<file path="src/rtl/seg_display_scan.sv">
// -----------------------------------------------------------------------------
// seg_display_scan
//
// Multiplexed common-anode 7-segment driver for the calculator datapath.
// A load strobe captures an unsigned magnitude, a display mode and a decimal
// point position. A sequential double-dabble engine converts the magnitude to
// BCD one bit per clock. The finished result is committed to a display shadow
// in a single cycle, so the scan never shows a partially converted value. The
// scan register drives anodes and segments from the same digit index on the
// same edge, so a digit never shows the glyph that belongs to its neighbour.
//
// Parameters
//   DATA_W  : width of the unsigned magnitude input
//   DIGITS  : number of display digits (digit 0 is rightmost)
//   PRESC_W : refresh prescaler width; one digit step every 2^PRESC_W clocks
//   DP_W    : width of dot_pos (2^DP_W >= DIGITS)
//
// Ports
//   clk      in   system clock, all logic on posedge
//   rst_n    in   asynchronous active-low reset
//   load     in   single-cycle strobe, accepted only while busy is low
//   data     in   unsigned magnitude [DATA_W-1:0]
//   mode     in   0 unsigned, 1 negative, 2 error, 3 fixed-point
//   dot_pos  in   digit index whose dot lights in mode 3
//   busy     out  conversion in progress (load ignored)
//   anodes   out  active-low one-cold digit enables [DIGITS-1:0]
//   segments out  active-low, bit 7 = dot, bits 6:0 = glyph
//
// Build option
//   SEG_BLANK_EN : when defined, leading zeros are blanked. Digit 0, digits
//                  at or right of the dot in mode 3, and the minus sign are
//                  never blanked.
// -----------------------------------------------------------------------------
module seg_display_scan #(
    parameter int DATA_W  = 11,
    parameter int DIGITS  = 4,
    parameter int PRESC_W = 12,
    parameter int DP_W    = 2
) (
    input  logic              clk,
    input  logic              rst_n,
    input  logic              load,
    input  logic [DATA_W-1:0] data,
    input  logic [1:0]        mode,
    input  logic [DP_W-1:0]   dot_pos,
    output logic              busy,
    output logic [DIGITS-1:0] anodes,
    output logic [7:0]        segments
);

    // Decimal digits needed for 2^DATA_W-1: ceil(DATA_W * log10(2)).
    localparam int BCD_N = (DATA_W * 30103 + 99999) / 100000;
    localparam int BCD_W = 4 * BCD_N;
    localparam int ALL_N = (BCD_N > DIGITS) ? BCD_N : DIGITS;
    localparam int CNT_W = $clog2(DATA_W + 1);
    localparam int IDX_W = (DIGITS > 1) ? $clog2(DIGITS) : 1;

`ifdef SEG_BLANK_EN
    localparam bit BLANK_EN = 1'b1;
`else
    localparam bit BLANK_EN = 1'b0;
`endif

    localparam logic [6:0] G_ZERO  = 7'b1000000;
    localparam logic [6:0] G_MINUS = 7'b0111111;
    localparam logic [6:0] G_E     = 7'b0000110;
    localparam logic [6:0] G_BLANK = 7'b1111111;

    function automatic logic [6:0] glyph_of(input logic [3:0] d);
        case (d)
            4'd0:    glyph_of = 7'b1000000;
            4'd1:    glyph_of = 7'b1111001;
            4'd2:    glyph_of = 7'b0100100;
            4'd3:    glyph_of = 7'b0110000;
            4'd4:    glyph_of = 7'b0011001;
            4'd5:    glyph_of = 7'b0010010;
            4'd6:    glyph_of = 7'b0000010;
            4'd7:    glyph_of = 7'b1111000;
            4'd8:    glyph_of = 7'b0000000;
            4'd9:    glyph_of = 7'b0010000;
            default: glyph_of = 7'b1111111;
        endcase
    endfunction

    // -------------------------------------------------------------------------
    // Conversion engine
    // -------------------------------------------------------------------------
    typedef enum logic [1:0] {
        S_IDLE   = 2'd0,
        S_SHIFT  = 2'd1,
        S_COMMIT = 2'd2
    } state_t;

    state_t            state_q;
    logic              busy_q;
    logic [CNT_W-1:0]  cnt_q;
    logic [DATA_W-1:0] data_q;
    logic [BCD_W-1:0]  bcd_q;
    logic [BCD_W-1:0]  bcd_d;
    logic [BCD_W-1:0]  bcd_adj;
    logic [1:0]        cap_mode_q;
    logic [DP_W-1:0]   cap_dot_q;
    logic [BCD_N-1:0]  ovf_hit;
    logic              ovf_d;

    // Display shadow: only written in COMMIT.
    logic [BCD_W-1:0]  sh_bcd_q;
    logic [1:0]        sh_mode_q;
    logic [DP_W-1:0]   sh_dot_q;
    logic              sh_ovf_q;

    genvar gi;
    generate
        for (gi = 0; gi < BCD_N; gi++) begin : g_dabble
            logic [3:0] nib;
            assign nib = bcd_q[4*gi +: 4];
            assign bcd_adj[4*gi +: 4] = (nib >= 4'd5) ? nib + 4'd3 : nib;

            // A nonzero digit beyond the usable positions is an overflow.
            // The leftmost display digit is unusable in mode 1 (minus sign).
            if (gi >= DIGITS) begin : g_ovf_out
                assign ovf_hit[gi] = (nib != 4'd0);
            end else if (gi == DIGITS - 1) begin : g_ovf_sign
                assign ovf_hit[gi] = (nib != 4'd0) && (cap_mode_q == 2'd1);
            end else begin : g_ovf_none
                assign ovf_hit[gi] = 1'b0;
            end
        end
    endgenerate

    // Shift the adjusted BCD left, pulling in the next magnitude MSB. The
    // discarded top bit is always zero for a legal conversion.
    assign bcd_d = BCD_W'({bcd_adj, data_q[DATA_W-1]});
    assign ovf_d = |ovf_hit;

    always_ff @(posedge clk or negedge rst_n) begin
        if (!rst_n) begin
            state_q    <= S_IDLE;
            busy_q     <= 1'b0;
            cnt_q      <= '0;
            data_q     <= '0;
            bcd_q      <= '0;
            cap_mode_q <= 2'd0;
            cap_dot_q  <= '0;
            sh_bcd_q   <= '0;
            sh_mode_q  <= 2'd0;
            sh_dot_q   <= '0;
            sh_ovf_q   <= 1'b0;
        end else begin
            case (state_q)
                S_IDLE: begin
                    if (load) begin
                        data_q     <= data;
                        cap_mode_q <= mode;
                        cap_dot_q  <= dot_pos;
                        bcd_q      <= '0;
                        cnt_q      <= '0;
                        busy_q     <= 1'b1;
                        state_q    <= S_SHIFT;
                    end
                end
                S_SHIFT: begin
                    bcd_q  <= bcd_d;
                    data_q <= data_q << 1;
                    cnt_q  <= cnt_q + 1'b1;
                    if (cnt_q == CNT_W'(DATA_W - 1)) begin
                        state_q <= S_COMMIT;
                    end
                end
                S_COMMIT: begin
                    sh_bcd_q  <= bcd_q;
                    sh_mode_q <= cap_mode_q;
                    sh_dot_q  <= cap_dot_q;
                    sh_ovf_q  <= ovf_d;
                    busy_q    <= 1'b0;
                    state_q   <= S_IDLE;
                end
                default: begin
                    busy_q  <= 1'b0;
                    state_q <= S_IDLE;
                end
            endcase
        end
    end

    assign busy = busy_q;

    // -------------------------------------------------------------------------
    // Shadow rendering
    // -------------------------------------------------------------------------
    logic [3:0]       dig [ALL_N];
    logic [ALL_N-1:0] lz;          // digit and everything to its left are zero
    logic [7:0]       seg_all [DIGITS];

    generate
        for (gi = 0; gi < ALL_N; gi++) begin : g_dig
            if (gi < BCD_N) begin : g_real
                assign dig[gi] = sh_bcd_q[4*gi +: 4];
            end else begin : g_pad
                assign dig[gi] = 4'd0;
            end
        end
    endgenerate

`ifdef SEG_BLANK_EN
    always_comb begin
        lz = '0;
        lz[ALL_N-1] = (dig[ALL_N-1] == 4'd0);
        for (int j = ALL_N - 2; j >= 0; j--) begin
            lz[j] = lz[j+1] && (dig[j] == 4'd0);
        end
    end
`else
    assign lz = '0;
`endif

    generate
        for (gi = 0; gi < DIGITS; gi++) begin : g_render
            localparam bit IS_LSD = (gi == 0);
            localparam bit IS_MSD = (gi == DIGITS - 1);
            logic [6:0] glyph;
            logic       blank;
            logic       dot;

            always_comb begin
                glyph = glyph_of(dig[gi]);
                blank = 1'b0;
                if (sh_ovf_q || (sh_mode_q == 2'd2)) begin
                    glyph = IS_LSD ? G_E : G_ZERO;
                    blank = BLANK_EN && !IS_LSD;
                end else if ((sh_mode_q == 2'd1) && IS_MSD) begin
                    glyph = G_MINUS;
                end else begin
                    // Digits at or right of the point must show in mode 3.
                    blank = lz[gi] && !IS_LSD &&
                            !((sh_mode_q == 2'd3) && (int'(sh_dot_q) >= gi));
                end
            end

            assign dot = (sh_mode_q == 2'd3) && !sh_ovf_q && (int'(sh_dot_q) == gi);
            assign seg_all[gi] = {~dot, blank ? G_BLANK : glyph};
        end
    endgenerate

    // -------------------------------------------------------------------------
    // Scan: the current index is driven on the wrap edge, then advanced, so the
    // first wrap after reset lights digit 0.
    // -------------------------------------------------------------------------
    logic [PRESC_W-1:0] presc_q;
    logic [IDX_W-1:0]   idx_q;
    logic [DIGITS-1:0]  anodes_q;
    logic [DIGITS-1:0]  anodes_d;
    logic [7:0]         segments_q;

    generate
        for (gi = 0; gi < DIGITS; gi++) begin : g_anode
            assign anodes_d[gi] = (idx_q != IDX_W'(gi));
        end
    endgenerate

    always_ff @(posedge clk or negedge rst_n) begin
        if (!rst_n) begin
            presc_q    <= '0;
            idx_q      <= '0;
            anodes_q   <= '1;
            segments_q <= 8'hFF;
        end else begin
            presc_q <= presc_q + 1'b1;
            if (&presc_q) begin
                anodes_q   <= anodes_d;
                segments_q <= seg_all[idx_q];
                idx_q      <= (idx_q == IDX_W'(DIGITS - 1)) ? '0 : idx_q + 1'b1;
            end
        end
    end

    assign anodes   = anodes_q;
    assign segments = segments_q;

endmodule

</file>
<file path="config.mk">
export PLATFORM = sky130hd
export DESIGN_NAME = seg_display_scan
export DESIGN_NICKNAME = d
export VERILOG_FILES = /design/src/rtl/seg_display_scan.sv
export SDC_FILE = /design/constraint.sdc
export NUM_CORES = 1
export LEC_CHECK = 0
export CAP_MARGIN = 20
export CELL_PAD_IN_SITES_DETAIL_PLACEMENT = 1
export CELL_PAD_IN_SITES_GLOBAL_PLACEMENT = 1
export CORE_ASPECT_RATIO = 1.75
export CORE_MARGIN = 4
export CORE_UTILIZATION = 50
export CTS_BUF_LIST = sky130_fd_sc_hd__clkbuf_16
export DETAILED_ROUTE_END_ITERATION = 12
export DONT_BUFFER_PORTS = 1
export PLACE_DENSITY = 0.8
export SLEW_MARGIN = 20
export SYNTH_ARGS = -nofsm -noshare
export SYNTH_HDL_FRONTEND = slang
export SYNTH_SLANG_ARGS = --single-unit
</file>
<file path="constraint.sdc">
create_clock -name clk -period 2.3 [get_ports clk]
set_clock_uncertainty 0.1 [all_clocks]
set_input_delay 0.46 -clock clk [delete_from_list [all_inputs] [get_ports clk]]
set_output_delay 0.46 -clock clk [all_outputs]
set_load 0.05 [all_outputs]
</file>
; Yosys cells after proc, flatten, opt, wreduce, memory -nomap -nowiden
; Memory sizes are Yosys's and may differ from the RTL's.
; Cells that the tools add are included.
[op_classes]
n_addsub = 7
n_mul = 0
n_div = 0
n_lt_le_gt_ge = 5
eq_ne = 16
shift = 0
mux = 24
n_bitwise = 6
n_reduce_logical = 18
[ops]
columns = cell, n
row1 = 7-bit 2-to-1 mux, 5
row2 = 16-bit one-hot mux with 2 select lines, 1
row3 = 11-bit one-hot mux with 2 select lines, 1
row4 = 8-bit binary-select mux with 2-bit select, 1
row5 = 4-bit by 3-bit >= comparator with 1-bit output (second input constant), 4
row6 = 16-bit 2-to-1 mux, 1
row7 = 4-bit 2-to-1 mux, 4
row8 = 8-bit 2-to-1 mux, 2
row9 = 12-bit by 1-bit adder with 12-bit output (second input constant), 1
row10 = 4-bit by 2-bit adder with 4-bit output (second input constant), 3
row11 = 2-bit equality test (second input constant), 6
row12 = 12-bit AND reduction, 1
row13 = 11-bit 2-to-1 mux, 1
row14 = 2-bit by 1-bit equality test with 1-bit output (second input constant), 4
row15 = 2-bit != test (second input constant), 4
row16 = 4-bit one-hot mux with 2 select lines, 1
row17 = 2-bit AND reduction, 4
row18 = 1-bit logical AND, 6
row19 = 2-bit 2-to-1 mux, 3
row20 = 1-bit inverter, 5
row21 = 4-bit by 1-bit adder with 4-bit output (second input constant), 1
row22 = 4-bit equality test (second input constant), 1
row23 = 2-bit logical NOT, 2
row24 = 2-bit one-hot mux with 2 select lines, 1
row25 = 12 further kinds, 13
[totals]
ff_bits = 85
latch_bits = 0
ramBits = 0
romBits = 448
inputBits = 18
out_inout_bits = 13
elab_cells = 95
memories = 4
[memory_table]
columns = name, depth, width, read_ports, rd_ports_with_merged_regs, write_ports, line_no
row1 = (name not given), 16, 7, 1, 0, 0, 70  ; case (d)
row2 = (name not given), 16, 7, 1, 0, 0, 70
row3 = (name not given), 16, 7, 1, 0, 0, 70
row4 = (name not given), 16, 7, 1, 0, 0, 70

; Longest topological paths before layout
[logic_depth]
word_depth = 7
mapped_depth = 8
depth_no_buf = 7

; Least setup slack after synthesis
; OpenSTA, ideal clock, no wires.
[synth_path]
path_kind = register -> register
startpoint = register sh_bcd_q[4]
endpoint = register segments_q[2], in the netlist segments[2]
arrival_time_ns = 1.754
path_slack_ns = 0.378
path_stages_with_launch = 8
period_less_slack_ns = 1.922
path_cell_list = dfrtp_1 > inv_1 > ha_1 > or3b_1 > a211o_1 > a221oi_2 > a41oi_1 > a21oi_2
[synth_between]
elab_chain_len = 5
[synth_rtl]
columns = element, line_no
row1 = from (decl), 107  ; logic [BCD_W-1:0] sh_bcd_q;
row2 = from (signal assigned), 171  ; sh_bcd_q <= bcd_q;
row3 = memory 16 x 7 bit, n/a
row4 = 7-bit 2-to-1 mux, 228  ; if (sh_ovf_q || (sh_mode_q == 2'd2)) begin
row5 = 8-bit binary-select mux with 2-bit select, 271  ; segments_q <= seg_all[idx_q];
row6 = 8-bit 2-to-1 mux (implied by the code) (2 in a row), 271
row7 = to (signal assigned), 271
row8 = to (decl), 253  ; logic [7:0] segments_q;
; Every way passes these cells. The select of a mux whose other input is x is not followed.
; A chain may end at the register's enable or synchronous reset.

; Worst setup path in the final report
; Same ends and word-level chain as after synthesis.

==> metrics.log <==
[metrics] result of the run: finished with violations
[metrics] violations in the final reports: negative hold slack
[metrics] Primary FF master, synth: sky130_fd_sc_hd__dfrtp_1
[metrics] synth top area cells: sky130_fd_sc_hd__dfrtp_1 (38%), sky130_fd_sc_hd__ha_1 (10%), sky130_fd_sc_hd__dfstp_2 (6.6%), sky130_fd_sc_hd__nand2_1 (5.7%), sky130_fd_sc_hd__o21ai_0 (4.5%)
[metrics] post-cts gate resize count: 0
[metrics] type of element capturing the critical path: register
[metrics] Final Hold Violating Endpoints: 85
[metrics] clock-pin slew on the worst setup and hold paths: 60 ps
[metrics] die boundary width: 82.1 µm
[metrics] final critical-path required period: about 2200 ps
[metrics] first-pass GRT wire length: 19.2 mm
[metrics] Max Transition Viols Final: 0
[metrics] Crit path required time: 2460 ps
[metrics] switching part of the total: 40.7%
[metrics] share of power burned in the clock network: roughly a fifth
[metrics] Max Fanout on Critical Path: 5
[metrics] DRC violations left: 0
[metrics] flip-flop and latch count after synthesis: 85
[metrics] Post-DP HPWL: ~8.5 mm
[metrics] stage delay of the slowest cell on the critical path: 420 ps
[metrics] # Max-Cap Violations: 0
[metrics] sequential-to-total area share from yosys stat: 44.6%
[metrics] count of input and output buffers: 0
[metrics] Vert. Die Dim: between 100 and 150 µm
[metrics] row cnt: 47
[metrics] power density of the placed cells: 1260 nW/µm²
[metrics] Die Outline Area: 11,300 µm²
[metrics] final-layout setup total negative slack: 0 ps
[metrics] cell-internal power: 3.90 mW
[metrics] Boundary Pins: 31
[metrics] unrepaired setup endpoints after global routing: false
[metrics] number of H-tree branching levels: 3
[metrics] Yosys top cell area share: 38.0%
[metrics] CP startpoint kind: register
[metrics] post-placement cell count: 615
[metrics] netlist area before placement: between 4000 and 5000 µm²
[metrics] 1st-iter DRT viols: 165
[metrics] pin count of the biggest net entering global routing: between 80 and 90
[metrics] TritonCTS buffer count: 9
[metrics] distinct cell type count after synthesis: 59
[metrics] path type of the worst min-delay path: in2async
[metrics] number of enable-type register cells in the synthesized netlist: 0
[metrics] async set-or-reset flop fraction in the synthesized netlist: 100%
[metrics] total chip power: 6.57 mW
[metrics] sink count of the clock tree: 85
[metrics] post-CTS setup-driven buffer insertion count: 0
[metrics] total cell area at the placement stage: between 4000 and 5000 µm²
[metrics] relative slew slack: 52.5%
[metrics] Post-synth top cells: sky130_fd_sc_hd__dfrtp_1 (73), sky130_fd_sc_hd__nand2_1 (73), sky130_fd_sc_hd__o21ai_0 (43)
[metrics] largest delay contributor family on the critical path: compound AO/OA/AOI/OAI gates
[metrics] initial antenna violation count: 0
[metrics] critical path, cell by cell: inv_1, ha_1, or3b_1, a211o_1, a221oi_2, a41oi_1, a21oi_2
[metrics] Fill cells: 1,077
[metrics] combinational cell fraction of total power: 39.1%
[metrics] via count: roughly 3,600
[metrics] Buf/Inv on CP: 1
[metrics] clock root cell: sky130_fd_sc_hd__clkbuf_16
[metrics] number of global-route vias before repair: approximately 4,000
[metrics] count of inserted antenna diode cells: 0
[metrics] transition at the pin with the smallest max-transition slack: 703 ps
[metrics] number of standard cells in the final layout excluding fillers: 630
[metrics] core area: 9410 µm²
[metrics] final weighted congestion in routability-driven placement: 0.820
[metrics] fraction of power consumed by sequential logic: between 30% and 40%
[metrics] Initial Utilization: 51.1%
[metrics] slowest CP cell: sky130_fd_sc_hd__dfrtp_1
[metrics] Vias per Instance: 5.76
[metrics] worst setup path category: reg2reg
[metrics] final layout net count: between 500 and 600
[metrics] number of nets with antenna violations after routing: 0
[metrics] Design Area, Final: around 5200 µm²
[metrics] library cell occupying the most area in the post-synthesis netlist: sky130_fd_sc_hd__dfrtp_1
[metrics] Synth warnings: 0
[metrics] Routed Wire Length: 11.3 mm
[metrics] layout cells sized above 1: 11.6%
[metrics] clock tree from TritonCTS: built
[metrics] worst vdd ir: between 0.6 and 0.7 mV
[metrics] # setup viols final: 0
[metrics] number of iterations in the first detailed-routing pass: 6
[metrics] per-cell routed wire length: 18.0 µm
[metrics] Arrival @ worst endpoint: 2320 ps
[metrics] global routing usage summed across all routing layers: 22.1%
[metrics] switching power summed over all nets: 2.67 mW
[metrics] net count after synthesis: roughly 560
[metrics] crit share post-route: 93.9%
[metrics] hold_ws: -293 ps
[metrics] Max clock buf depth: 2
[metrics] Overflow after GRT: 0
[metrics] Max Freq: 463 MHz
[metrics] Gate Count Post-Synth: 502
[metrics] footprint of the multi-input gates: around 2400 µm²
[metrics] clock latency at the later pin of the worst-skew pair: 340 ps
[metrics] Pleak: 2.28 nW
[metrics] mean instance size in the synthesized netlist: 9.57 µm²
[metrics] area taken by flip-flops and latches: 2140 µm²
[metrics] post-synthesis to final-layout area growth: 8.15%
path summary, 6_finish.rpt:
check                            start            end  slack, ps  cells past startpoint
min in group clk               mode[1]  cap_mode_q[1]        120                      2
max in group asynchronous        rst_n    segments[5]       2170                      0
min reg2reg                presc_q[11]    presc_q[11]        370                      1
max                        sh_bcd_q[4]    segments[2]        140                      7
max reg2reg                sh_bcd_q[4]    segments[2]        140                      7
min                              rst_n     presc_q[6]       -290                      0
sequential cells by signal, summed over array words and instances (netlist names):
signal,count
presc_q,12
data_q,11
sh_bcd_q,16
anodes,4
sh_dot_q,2
bcd_q,16
sh_mode_q,2
cap_mode_q,2
sh_ovf_q,1
cap_dot_q,2
busy,1
cnt_q,4
state_q,2
idx_q,2
segments,8
layout by cell type (no fill, tap or decap), drive strengths merged, types with 2 or more instances in the layout:
cell / n
nor2b: 7
a22oi: 7
a32o: 4
o21ai: 51
dfstp: 12
clkinv: 2
dfrtp: 73
nor3b: 3
nor4: 3
nand4: 5
nor3: 5
o31ai: 6
a211oi: 6
nand3: 18
or3b: 2
or2: 2
o32ai: 3
nor2: 29
o22ai: 4
mux2: 10
o211ai: 2
buf: 15
a221oi: 2
o311ai: 2
clkbuf: 9
a31oi: 4
xnor2: 12
nand2b: 16
inv: 31
o2111ai: 3
nand2: 73
a2111oi: 2
ha: 39
a21oi: 23
xor2: 9
and4: 2
layer usage:
metal | part of all wire (%) | GRT usage [%]
met2 | 57 | 42.0
met5 | 0 | 0
met4 | 2.7 | 8.96
met3 | 2.9 | 3.60
met1 | 38 | 23.2
through the flow:
stage                     util (%)  setup WS (ps)
after floorplan                  -            378
after global placement        52.2            313
after detailed placement      52.2            174
after CTS                     55.2            140
after global routing          55.2           60.4
final                         55.2            139
cell families after synthesis:
group	Yosys count	synth area share [%]
AOI/OAI and AO/OA	124	16.3
and+or+nand+nor	170	17.1
muxes	11	2.55
xor gates and xnor gates	21	3.83
DFF	85	44.6
buffers and inverters	52	5.52
adders and majority gates	39	10.2
power groups by stage:
stage | clock network (mW) | registers [mW] | logic (mW)
final | 1.40 | 2.61 | 2.57
after global routing | 1.48 | 2.70 | 2.95
after CTS | 1.44 | 2.61 | 2.60
after detailed placement | 0 | 2.62 | 2.57
after global placement | 0 | 2.58 | 2.41
after floorplan | 0 | 2.35 | 2.10
area by class of cell:
type | instances | area share (%)
clock buffer | 9 | 4.33
sequential | 85 | 41.2
multi-input combinational | 365 | 46.2
timing repair buffer | 15 | 2.17
clock inverter | 6 | 1.13
tap | 122 | 2.94
inverter | 28 | 2.02
(Power assumes the default switching activity.)
